### config.mk
export PLATFORM = sky130hd
export DESIGN_NAME = mmio_sram_responder
export DESIGN_NICKNAME = d
export VERILOG_FILES = /design/src/rtl/mmio_sram_responder_pkg.sv /design/src/rtl/mmio_sram_responder_timer.sv /design/src/rtl/mmio_sram_responder.sv
export SDC_FILE = /design/constraint.sdc
export NUM_CORES = 1
export LEC_CHECK = 0
export BUFFER_PORTS_ARGS = -buffer_cell sky130_fd_sc_hd__buf_2
export CORE_MARGIN = 4
export CORE_UTILIZATION = 62
export DETAILED_ROUTE_END_ITERATION = 12
export GPL_ROUTABILITY_DRIVEN = 0
export PLACE_DENSITY = 0.88
export SLEW_MARGIN = 0
export SYNTH_ARGS = -nofsm -noshare
export SYNTH_HDL_FRONTEND = slang
export SYNTH_SLANG_ARGS = --single-unit
### constraint.sdc
create_clock -name clk -period 4 [get_ports clk]
set_input_delay 0.6 -clock clk [delete_from_list [all_inputs] [get_ports clk]]
set_output_delay 0.6 -clock clk [all_outputs]
set_load 0.1 [all_outputs]
### src/rtl/mmio_sram_responder_pkg.sv
// mmio_sram_responder_pkg
//   Shared constants and types for the MMIO SRAM responder.
//   - MMIO_BASE_HI : default value of addr[31:16] that selects the block
//   - OFF_*        : word offsets (addr[15:0]) of each mapped register
//   - mmio_req_t   : decoded view of one SRAM-port request cycle
package mmio_sram_responder_pkg;

  localparam logic [15:0] MMIO_BASE_HI = 16'hbfaf;

  localparam logic [15:0] OFF_CR0    = 16'h0000;
  localparam logic [15:0] OFF_CR1    = 16'h0004;
  localparam logic [15:0] OFF_CR2    = 16'h0008;
  localparam logic [15:0] OFF_CR3    = 16'h000c;
  localparam logic [15:0] OFF_TIMER  = 16'he000;
  localparam logic [15:0] OFF_LED    = 16'hf020;
  localparam logic [15:0] OFF_SWITCH = 16'hf030;
  localparam logic [15:0] OFF_NUM    = 16'hf050;

  typedef struct packed {
    logic        hit;  // strobe and base match
    logic        rd;   // strobe with no byte enables (hit or miss)
    logic        wr;   // hit with at least one byte enable
    logic [15:0] off;  // word-aligned offset, addr[1:0] forced to 0
  } mmio_req_t;

endpackage

### src/rtl/mmio_sram_responder_timer.sv
// mmio_timer
//   Free-running 32-bit up-counter with byte-granular write port.
//   Only instantiated when MMIO_TIMER_EN is defined.
//   Ports:
//     clk, resetn  : clock, async active-low reset (counter clears to 0)
//     we_i[3:0]    : byte write mask, already qualified by the address decode
//     wdata_i      : write data
//     value_o      : current counter value (pre-increment for this cycle)
module mmio_timer (
  input  logic        clk,
  input  logic        resetn,
  input  logic [3:0]  we_i,
  input  logic [31:0] wdata_i,
  output logic [31:0] value_o
);

  logic [31:0] cnt_q, cnt_d, cnt_inc;

  // Written bytes take wdata as-is; the rest keep counting, so a partial
  // write never gets an extra +1 on top of the written lanes.
  always_comb begin
    cnt_inc = cnt_q + 32'd1;
    cnt_d   = cnt_inc;
    for (int b = 0; b < 4; b++)
      if (we_i[b]) cnt_d[8*b +: 8] = wdata_i[8*b +: 8];
  end

  always_ff @(posedge clk or negedge resetn)
    if (!resetn) cnt_q <= '0;
    else         cnt_q <= cnt_d;

  assign value_o = cnt_q;

endmodule

### src/rtl/mmio_sram_responder.sv
// mmio_sram_responder
//   Target side of the core's data SRAM port: a small register file of
//   scratch registers, LEDs, switches, a numeric display and (optionally)
//   a free-running timer. Read data is returned one cycle after the request.
//   Build option: define MMIO_TIMER_EN to include the timer at 0xe000;
//   otherwise that offset reads 0 and ignores writes.
//   Ports:
//     clk, resetn          : clock, async active-low reset
//     sram_en/we/addr/wdata: request from the core (we!=0 means write)
//     sram_rdata           : registered read data
//     led, num_data        : registered board outputs
//     switch               : asynchronous board switches (synchronised here)
module mmio_sram_responder
  import mmio_sram_responder_pkg::*;
#(
  parameter logic [15:0] BASE_HI = MMIO_BASE_HI,
  parameter int          LED_W   = 16,
  parameter int          SW_W    = 8
) (
  input  logic             clk,
  input  logic             resetn,
  input  logic             sram_en,
  input  logic [3:0]       sram_we,
  input  logic [31:0]      sram_addr,
  input  logic [31:0]      sram_wdata,
  output logic [31:0]      sram_rdata,
  output logic [LED_W-1:0] led,
  output logic [31:0]      num_data,
  input  logic [SW_W-1:0]  switch
);

  function automatic logic [31:0] byte_merge(input logic [31:0] old,
                                             input logic [31:0] wd,
                                             input logic [3:0]  be);
    logic [31:0] r;
    r = old;
    for (int b = 0; b < 4; b++)
      if (be[b]) r[8*b +: 8] = wd[8*b +: 8];
    return r;
  endfunction

  mmio_req_t         req;
  logic [3:0][31:0]  cr_q, cr_d;
  logic [LED_W-1:0]  led_q, led_d;
  logic [31:0]       num_q, num_d;
  logic [31:0]       rdata_q, rdata_d;
  logic [31:0]       rd_mux;
  logic [SW_W-1:0]   sw_s1_q, sw_s2_q;
  logic [3:0]        tmr_we;
  logic [31:0]       tmr_val;
  logic              unused_addr_lsb;

  assign unused_addr_lsb = ^sram_addr[1:0];

  always_comb begin
    req.hit = sram_en && (sram_addr[31:16] == BASE_HI);
    req.rd  = sram_en && (sram_we == 4'b0000);
    req.wr  = req.hit && (sram_we != 4'b0000);
    req.off = {sram_addr[15:2], 2'b00};
  end

  assign tmr_we = (req.wr && req.off == OFF_TIMER) ? sram_we : 4'b0000;

`ifdef MMIO_TIMER_EN
  mmio_timer u_timer (
    .clk     (clk),
    .resetn  (resetn),
    .we_i    (tmr_we),
    .wdata_i (sram_wdata),
    .value_o (tmr_val)
  );
`else
  logic unused_tmr;
  assign unused_tmr = ^{tmr_we, 1'b0};
  assign tmr_val    = '0;
`endif

  // Read mux; registers narrower than 32 bits are zero-extended.
  always_comb begin
    rd_mux = '0;
    case (req.off)
      OFF_CR0, OFF_CR1, OFF_CR2, OFF_CR3: rd_mux = cr_q[req.off[3:2]];
      OFF_TIMER:  rd_mux = tmr_val;
      OFF_LED:    rd_mux = 32'(led_q);
      OFF_SWITCH: rd_mux = 32'(sw_s2_q);
      OFF_NUM:    rd_mux = num_q;
      default:    rd_mux = '0;
    endcase
  end

  always_comb begin
    cr_d    = cr_q;
    led_d   = led_q;
    num_d   = num_q;
    rdata_d = rdata_q;
    // Miss reads return 0; write cycles and idle cycles hold rdata.
    if (req.rd) rdata_d = req.hit ? rd_mux : 32'h0;
    if (req.wr) begin
      case (req.off)
        OFF_CR0, OFF_CR1, OFF_CR2, OFF_CR3:
          cr_d[req.off[3:2]] = byte_merge(cr_q[req.off[3:2]], sram_wdata, sram_we);
        OFF_NUM: num_d = byte_merge(num_q, sram_wdata, sram_we);
        OFF_LED:
          for (int b = 0; b < LED_W; b++)
            if (sram_we[b/8]) led_d[b] = sram_wdata[b];
        default: ;
      endcase
    end
  end

  always_ff @(posedge clk or negedge resetn)
    if (!resetn) begin
      cr_q    <= '0;
      led_q   <= '0;
      num_q   <= '0;
      rdata_q <= '0;
      sw_s1_q <= '0;
      sw_s2_q <= '0;
    end else begin
      cr_q    <= cr_d;
      led_q   <= led_d;
      num_q   <= num_d;
      rdata_q <= rdata_d;
      sw_s1_q <= switch;
      sw_s2_q <= sw_s1_q;
    end

  assign sram_rdata = rdata_q;
  assign led        = led_q;
  assign num_data   = num_q;

endmodule

==> After elaboration in Yosys (flattened, before gate mapping) <==
Cells that the tools add are included.
{ "word_totals": {"regBits": 224, "inputBits": 79, "word_cells": 56} }
{ "op_classes": {"reduce_logical": 15, "n_lt_le_gt_ge": 2, "n_mux": 19, "eq_ne": 7} }
{ "op_table": {"columns": ["operator", "count"], "rows": [
  ["128-bit bitwise mux", 1],
  ["32-bit one-hot mux with 4 select lines", 1],
  ["32-bit 2-to-1 mux", 3],
  ["8-bit 2-to-1 mux", 12],
  ["32-bit binary-select mux with 2-bit select", 1],
  ["32-bit demux with 2-bit select", 1],
  ["14-bit equality test (second input constant)", 3],
  ["14-bit by 2-bit equality test with 1-bit output (second input constant)", 2],
  ["3-bit AND reduction", 6],
  ["16-bit equality test (second input constant)", 1],
  ["16-bit zero test", 1],
  ["14-bit by 1-bit equality test with 1-bit output (second input constant)", 1],
  ["1-bit logical AND", 4],
  ["4-bit zero test", 1],
  ["4-bit nonzero test", 1],
  ["4-bit OR reduction", 1],
  ["2-bit by 3-bit less-than comparator with 1-bit output (second input constant)", 1],
  ["2-bit by 1-bit >= comparator with 1-bit output (second input constant)", 1],
  ["2-bit AND reduction", 1]
]} }

==> Logic depth before layout (Yosys ltp) <==
Gate-level depths: netlist (run 1).
{ "depth": {"ltp_word": 6, "ltp_mapped": 7, "mapped_depth_nobuf": 4} }

==> Worst setup path after synthesis (run 1) <==
No wires, ideal clock.
{ "synth_timing": {"path_kind": "input to register", "start": "input sram_addr[12]", "end": "register cr_q[13] (netlist bit)", "t_required_ps": 3875, "path_buffers": 2, "path_slack_ps": 1524, "setup_ps": 125, "t_arrival_ps": 2351, "cell_stages": 6, "path_cell_list": "or4_1 -> nor4_4 -> and4_1 -> buf_6 -> buf_12 -> mux2_2"} }
{ "synth_via": {"elab_chain_cells": 3} }
{ "synth_rtl": {"columns": ["element", "line", "text"], "rows": [
  ["start: declaration", "mmio_sram_responder.sv:24", "input logic [31:0] sram_addr,"],
  ["14-bit by 1-bit equality test with 1-bit output (tied with other cells)", "mmio_sram_responder.sv:99", "case (req.off)"],
  ["4-bit OR reduction *", "mmio_sram_responder.sv:99", null],
  ["2-bit AND reduction (no line) *", null, null],
  ["end signal: assignment", "mmio_sram_responder.sv:120", "cr_q <= cr_d;"],
  ["end: declaration", "mmio_sram_responder.sv:43", "logic [3:0][31:0] cr_q, cr_d;"]
]} }
Mark *: on every way between the ends. The rest lies on a longest branch, timed or not.
A chain may end at the register's enable or synchronous reset.

==> Worst setup path in the final report (run 1) <==
{ "layout_timing": {"start": "input sram_addr[12]", "end": "register cr_q[1] (netlist bit)"} }
The elaborated chain is that of the path after synthesis.

==> results of run 1 <==
==> worst max-delay path, stage by stage <==
cell	delay, ns
buf_2	0.11
or4_1	0.61
nor4_4	0.24
buf_4	0.31
and4_2	0.63
buf_12	0.27
mux2_2	0.36
==> registers in the layout (all words and copies together) (netlist names) <==
| name | count |
|---|---|
| num_data | 32 |
| sram_rdata | 32 |
| sw_s2_q | 8 |
| cr_q | 128 |
| led | 16 |
| sw_s1_q | 8 |
==> layout by cell type (no fill, tap or decap), types with 3 or more instances in the layout <==
cell type / synthesis / final
and4_2: 0 / 4
clkbuf_1: 15 / 6
bufinv_16: 0 / 3
buf_4: 0 / 17
mux2_4: 110 / 110
mux4_2: 32 / 32
clkbuf_16: 0 / 25
nand4_4: 4 / 4
nor2_1: 3 / 3
or4_1: 4 / 4
clkbuf_8: 0 / 8
nand4_1: 3 / 3
mux2_2: 106 / 106
o21ai_0: 22 / 22
nor4_4: 5 / 6
buf_2: 7 / 155
a222oi_1: 8 / 8
dfrtp_1: 224 / 224
buf_12: 12 / 3
nand2_1: 35 / 35
a22oi_1: 40 / 40
==> how the worst max path moves through the flow <==
| stage | slack, ns | endpoint |
|---|---|---|
| floorplan | 1.52 | cr_q[13] |
| global placement | 0.82 | cr_q[1] |
| detailed placement | 0.79 | cr_q[2] |
| CTS | 1.30 | cr_q[1] |
| global route | 1.19 | cr_q[1] |
| finish | 1.26 | cr_q[1] |
==> kinds of logic (layout without fill, tap and decap cells) <==
| group | Yosys count | count (layout) |
|---|---|---|
| AO/OA/AOI/OAI | 74 | 74 |
| buffers and inverters | 42 | 219 |
| flip-flops | 224 | 224 |
| multiplexers | 248 | 248 |
| other | 0 | 1 |
| AND/OR/NAND/NOR | 79 | 79 |
==> metal layers <==
metal / track usage / routed length (um)
met5: 0 / 41
met4: 0.08548 / 723
met3: 0.06072 / 2049
met2: 0.4646 / 13450
met1: 0.3482 / 10230
==> synthesized netlist by cell type, types with 3 or more instances <==
cell type,instances,area [um^2]
buf_2,7,35.03
a22oi_1,40,300.3
nand4_1,3,18.77
nor4_4,5,106.4
nand2_1,35,131.4
mux2_2,106,1194
nand4_4,4,85.08
or4_1,4,30.03
o21ai_0,22,110.1
mux4_2,32,720.7
buf_6,7,78.83
clkbuf_1,15,56.30
a222oi_1,8,80.08
buf_12,12,240.2
and4_1,4,35.03
mux2_4,110,1652
dfrtp_1,224,5605
nor2_1,3,11.26
==> power groups by stage <==
stage / sequential [mW] / clock, mW / combinational, mW
finish: 2.28 / 2.35 / 0.209
floorplan: 2.32 / 0 / 0.0908
global placement: 2.32 / 0 / 0.198
CTS: 2.28 / 2.37 / 0.209
global route: 2.28 / 2.49 / 0.228
detailed placement: 2.32 / 0 / 0.207
==> metrics by stage <==
stage / cell area [um^2] / util / total power, mW
finish: 12400 / 0.7398 / 4.835
detailed placement: 11550 / 0.6892 / 2.525
floorplan: 10700 / - / 2.408
global route: 12400 / 0.7398 / 4.995
CTS: 12400 / 0.7396 / 4.859
global placement: 11550 / 0.6892 / 2.516
==> layout make-up <==
type                            count  share of cell area
Sequential cell                   224              0.4521
Timing Repair Buffer              176             0.07882
Clock inverter                      5            0.008073
Multi-Input combinational cell    401              0.3785
Antenna cell                        1           0.0002018
Clock buffer                       38             0.06005
Tap cell                          220             0.02220
==> flow_metrics.py, run 1 <==
metrics = {
    "setup_path": {
        "setup.worst_path.start": "sram_addr[12]",
        "setup.worst_path.class": "in -> reg",
        "endpoint_kind": "flip-flop",
        "r2r_slack_ns": 2.34,
        "timing.rr.start": "cr_q[123]",
        "cp.required_ns": 4.40,
        "worstRegToRegCells": 3,
        "cp_max_fo": 19,
        "rr_endpoint": "cr_q[27]",
        "critPathArrivalTime_ns": 3.14,
        "critPathLaunchType": "input pin",
    },
    "sta": {
        "setup_ws_ns": 1.258,
        "hold_slack_ns": 0.1889,
        "max-slew-margin-rel": 0.3163,
        "fin_skew_ns": 0.01053,
        "finalMaxSlewViolations": 0,
        "min_period_ns": 2.742,
        "finalCritPeriodShare": 0.6856,
        "hold_viol": 0,
        "setup_viol": 0,
        "rsz0062_at_grt": "no",
        "worstMarginPinSlew_ns": 1.025,
        "tns_ns": 0,
        "fmaxAchievable_ghz": 0.3646,
    },
    "clocking": {
        "post-cts-setup-buffer-count": 0,
        "cts_buffers": 24,
        "clk_latency_ns": 0.52,
        "cts_resized": 0,
        "htree_levels": 1,
        "clockRootBuffer": "clkbuf_16",
        "tritoncts": "yes",
        "cts.sinks": 224,
        "clockBufferDepth": 3,
        "ctsHoldBuffers": 0,
        "clkTransAtPathRegs_ns": 0.06,
    },
    "pwr": {
        "power.leakage_nw": 6.074,
        "power_frac_seq": 0.471,
        "power_frac_clock": 0.486,
        "comb_power_share": 0.043,
        "internal-power_mw": 3.812,
        "power_density_nw_per_um2": 390.0,
        "vdd_drop_max_mv": 0.2707,
        "power_switching_mw": 1.023,
        "p_sw_frac": 0.2115,
    },
    "finish": {
        "drive_above_1_share": 0.5723,
        "finalNonFillerCells": 1065,
        "seq_area_um2": 5605,
        "finalNetCount": 906,
        "fillers": 970,
        "multi_input_area_um2": 4693,
        "area_delta_synth_final_pct": 15.88,
    },
    "min_path": {
        "hold_path_depth": 1,
        "hold_start": "switch[6]",
        "worst_hold_path.endpoint": "sw_s1_q[6]",
        "hp-class": "in -> reg",
    },
    "drt": {
        "drt_iter0_drc": 581,
        "drt-total-wl_um": 26490,
        "ant_nets": 0,
        "vias": 6872,
        "remaining_drc_errors": 0,
        "via_per_inst": 6.453,
        "post_drt_wl_per_cell_um": 24.87,
        "drt-pass1-iter-count": 5,
    },
    "synth": {
        "yosysSeqAreaShare": 0.5239,
        "syn_area_per_cell_um2": 16.04,
        "ys.flop_type": "dfrtp_1",
        "synth-compound-area-share": 0.04830,
        "synthArstFlopShare": 1.000,
        "synth_adder_area_share": 0,
        "synth_top_family_by_area": "multiplexers",
        "synth_edf_count": 0,
        "syn_nets": 746,
        "ys_types": 36,
        "postSynthCellCount": 667,
        "synth_mux_area_frac": 0.3333,
        "netlist_area_um2": 10700,
        "synthXorXnorAreaFrac": 0,
        "yosys.area_share.simple": 0.05578,
        "yosysWarningCount": 0,
        "ys_ff_latch": 224,
    },
    "die": {
        "chipHeight_um": 139.4,
        "die_area_um2": 19420,
        "core_area_um2": 16760,
        "ios": 159,
        "die_x_um": 139.4,
        "start_util": 0.6384,
        "row_count": 47,
    },
    "grt": {
        "grt_pass1_wl_um": 42060,
        "overflow": 0,
        "grt_pass1_vias": 7471,
        "grtUsageTotal": 0.2716,
        "antenna_found_initial": 4,
        "grt_max_degree": 112,
    },
    "place": {
        "dp.cells": 1021,
        "port_buffers": 156,
        "place_hpwl_um": 16950,
        "dpl_worst_slack_ns": 0.7886,
    },
    "job": {
        "maxCapViolations": 0,
    },
    "status": {
        "status": "complete, no violations",
    },
}
Note: power is estimated with default switching activity, not from simulation.
==> run 2: changes to the inputs <==
--- a/config.mk
+++ b/config.mk
@@ -7,10 +7,10 @@
 export LEC_CHECK = 0
 export BUFFER_PORTS_ARGS = -buffer_cell sky130_fd_sc_hd__buf_2
 export CORE_MARGIN = 4
-export CORE_UTILIZATION = 62
+export CORE_UTILIZATION = 57
 export DETAILED_ROUTE_END_ITERATION = 12
 export GPL_ROUTABILITY_DRIVEN = 0
-export PLACE_DENSITY = 0.88
+export PLACE_DENSITY = 0.82
 export SLEW_MARGIN = 0
 export SYNTH_ARGS = -nofsm -noshare
 export SYNTH_HDL_FRONTEND = slang
==> constraint.sdc (replaced) <==
create_clock -name clk -period 2.85 [get_ports clk]
set_input_delay 0.4275 -clock clk [delete_from_list [all_inputs] [get_ports clk]]
set_output_delay 0.4275 -clock clk [all_outputs]
set_load 0.1 [all_outputs]
==> flow_metrics.py, run 2 (synthesized netlist as in run 1, its figures left out) <==
metrics = {
    "clocking": {
        "tritoncts": "yes",
        "cts.sinks": 224,
        "clockBufferDepth": 3,
        "cts_resized": 0,
        "htree_levels": 1,
        "cts_buffers": 24,
        "clockRootBuffer": "clkbuf_16",
        "clkTransAtPathRegs_ns": 0.06,
        "clk_latency_ns": 0.51,
    },
    "drt": {
        "drt-pass1-iter-count": 6,
        "wl_met3_um": 1287,
        "route.met2.wl_um": 12600,
        "ant_nets": 0,
        "drt_iter0_drc": 518,
        "m1WireLength_um": 10600,
        "highest_layer": "met4",
        "via_per_inst": 6.105,
        "remaining_drc_errors": 0,
        "post_drt_wl_per_cell_um": 23.14,
        "vias": 6673,
        "drt-total-wl_um": 25290,
    },
    "pwr": {
        "power_switching_mw": 1.453,
        "comb_power_share": 0.044,
        "power_density_nw_per_um2": 542.8,
        "p_sw_frac": 0.2121,
        "vdd_drop_max_mv": 0.4556,
        "power_frac_seq": 0.467,
        "power_frac_clock": 0.489,
        "internal-power_mw": 5.397,
        "power.leakage_nw": 6.200,
    },
    "sta": {
        "fin_skew_ns": 0.01229,
        "finalMaxSlewViolations": 0,
        "max-slew-margin-rel": 0.6215,
        "fmaxAchievable_ghz": 0.4448,
        "min_period_ns": 2.248,
        "setup_viol": 0,
        "worstMarginPinSlew_ns": 0.5635,
        "tns_ns": 0,
        "hold_viol": 0,
        "rsz0062_at_grt": "no",
        "finalCritPeriodShare": 0.7889,
    },
    "finish": {
        "drive_above_1_share": 0.5845,
        "area_delta_synth_final_pct": 17.95,
        "fillers": 1159,
        "final_cell_mix": "224 x dfrtp_1, 155 x buf_2, 110 x mux2_4, 106 x mux2_2, 40 x a22oi_1",
        "final_common_cell": "dfrtp_1",
        "top_register": "cr_q",
        "finalNetCount": 925,
        "final_cell_area_um2": 12620,
        "largest_reg_flops": 128,
        "num_antenna_cells": 0,
    },
    "grt": {
        "antenna_found_initial": 0,
        "grtUsageTotal": 0.2409,
        "grt_max_degree": 67,
        "overflow": 0,
        "grt_pass1_wl_um": 41230,
        "grt_pass1_vias": 7472,
    },
    "die": {
        "core_area_um2": 18210,
        "row_count": 49,
        "ios": 159,
        "chipHeight_um": 145.0,
        "die_x_um": 145.0,
        "start_util": 0.5876,
        "die_area_um2": 21030,
    },
    "setup_path": {
        "slowest_stage": "or4_1",
        "path_cells": "buf_2, or4_1, nor4_4, and4_2, buf_4, mux2_2",
        "critPathArrivalTime_ns": 2.63,
        "critPathLaunchType": "input pin",
        "endpoint_kind": "flip-flop",
        "slowest_delay_ns": 0.60,
        "cp_max_fo": 8,
        "setup.worst_path.class": "in -> reg",
        "cp.required_ns": 3.24,
    },
    "status": {
        "status": "complete, no violations",
    },
    "min_path": {
        "hp-class": "in -> reg",
    },
    "job": {
        "maxCapViolations": 0,
    },
    "place": {
        "place_area_um2": 11750,
        "place_hpwl_um": 17240,
        "port_buffers": 156,
    },
}
-- run 2: cell count changes in the layout (fill, tap and decap cells not counted), sizes merged --
cell         change
clkinv           +5
clkbuf           -6
bufinv           +1
dlygate4sd3      +1
diode            -1
buf             +19
-- run 2: what timing repair did --
| action | 4_1_cts | 5_1_grt |
|---|---|---|
| buffers inserted | 0 | 0 |
| hold buffers | 1 | 0 |
| hold endpoints to repair | 59 | 0 |
-- run 2: path summary, 6_finish.rpt --
path / start / endpoint / slack, ns / cells after the start
worst max-delay path: sram_addr[12] / cr_q[15] / 0.60 / 6
worst min-delay path: switch[3] / sw_s1_q[3] / 0.02 / 1
worst max register to register: cr_q[125] / cr_q[61] / 1.20 / 3
worst min register to register: sw_s1_q[6] / sw_s2_q[6] / 0.34 / 0
max in group asynchronous: resetn / cr_q[77] / 1.52 / 3
min in group asynchronous: resetn / sram_rdata[3] / 0.43 / 2
-- run 2: area by class of cell --
class                      instances  area (um^2)  area share
sequential                       224         5605      0.4442
multi-input combinational        401         4693      0.3719
timing repair buffer             195         1174     0.09300
clock buffer                      33        705.7     0.05592
tap                              229        286.5     0.02270
clock inverter                    11        155.1     0.01229
-- run 2: power groups by stage --
stage / logic, mW / registers (mW) / clock network [mW]
detailed placement: 0.304 / 3.25 / 0
CTS: 0.307 / 3.20 / 3.40
global route: 0.335 / 3.19 / 3.54
global placement: 0.290 / 3.25 / 0
floorplan: 0.127 / 3.25 / 0
finish: 0.303 / 3.20 / 3.35
-- run 2: critical path: cells and delay by family --
family / cells / cell delay, ns
buf+inv: 2 / 0.33
mux: 1 / 0.35
simple gates: 3 / 1.51
-- run 2: stage by stage --
step / hold WS (ns) / utilization / std cells / power, mW / setup WS, ns
global route: 0.004374 / 0.6931 / 1093 / 7.066 / 0.5325
floorplan: 0.1319 / - / 667 / 3.380 / 0.5469
finish: 0.01844 / 0.6931 / 1093 / 6.849 / 0.6017
CTS: 0.004077 / 0.6931 / 1093 / 6.900 / 0.6042
global placement: 0.3331 / 0.6452 / 1048 / 3.543 / 0.1467
detailed placement: 0.3347 / 0.6452 / 1048 / 3.557 / 0.09319
-- run 2: routing by layer --
metal,vias to the layer above,GRT usage
met1,3486,0.3228
met5,-,0
li1,2891,-
met2,234,0.4042
met3,62,0.04178
met4,0,0.08076
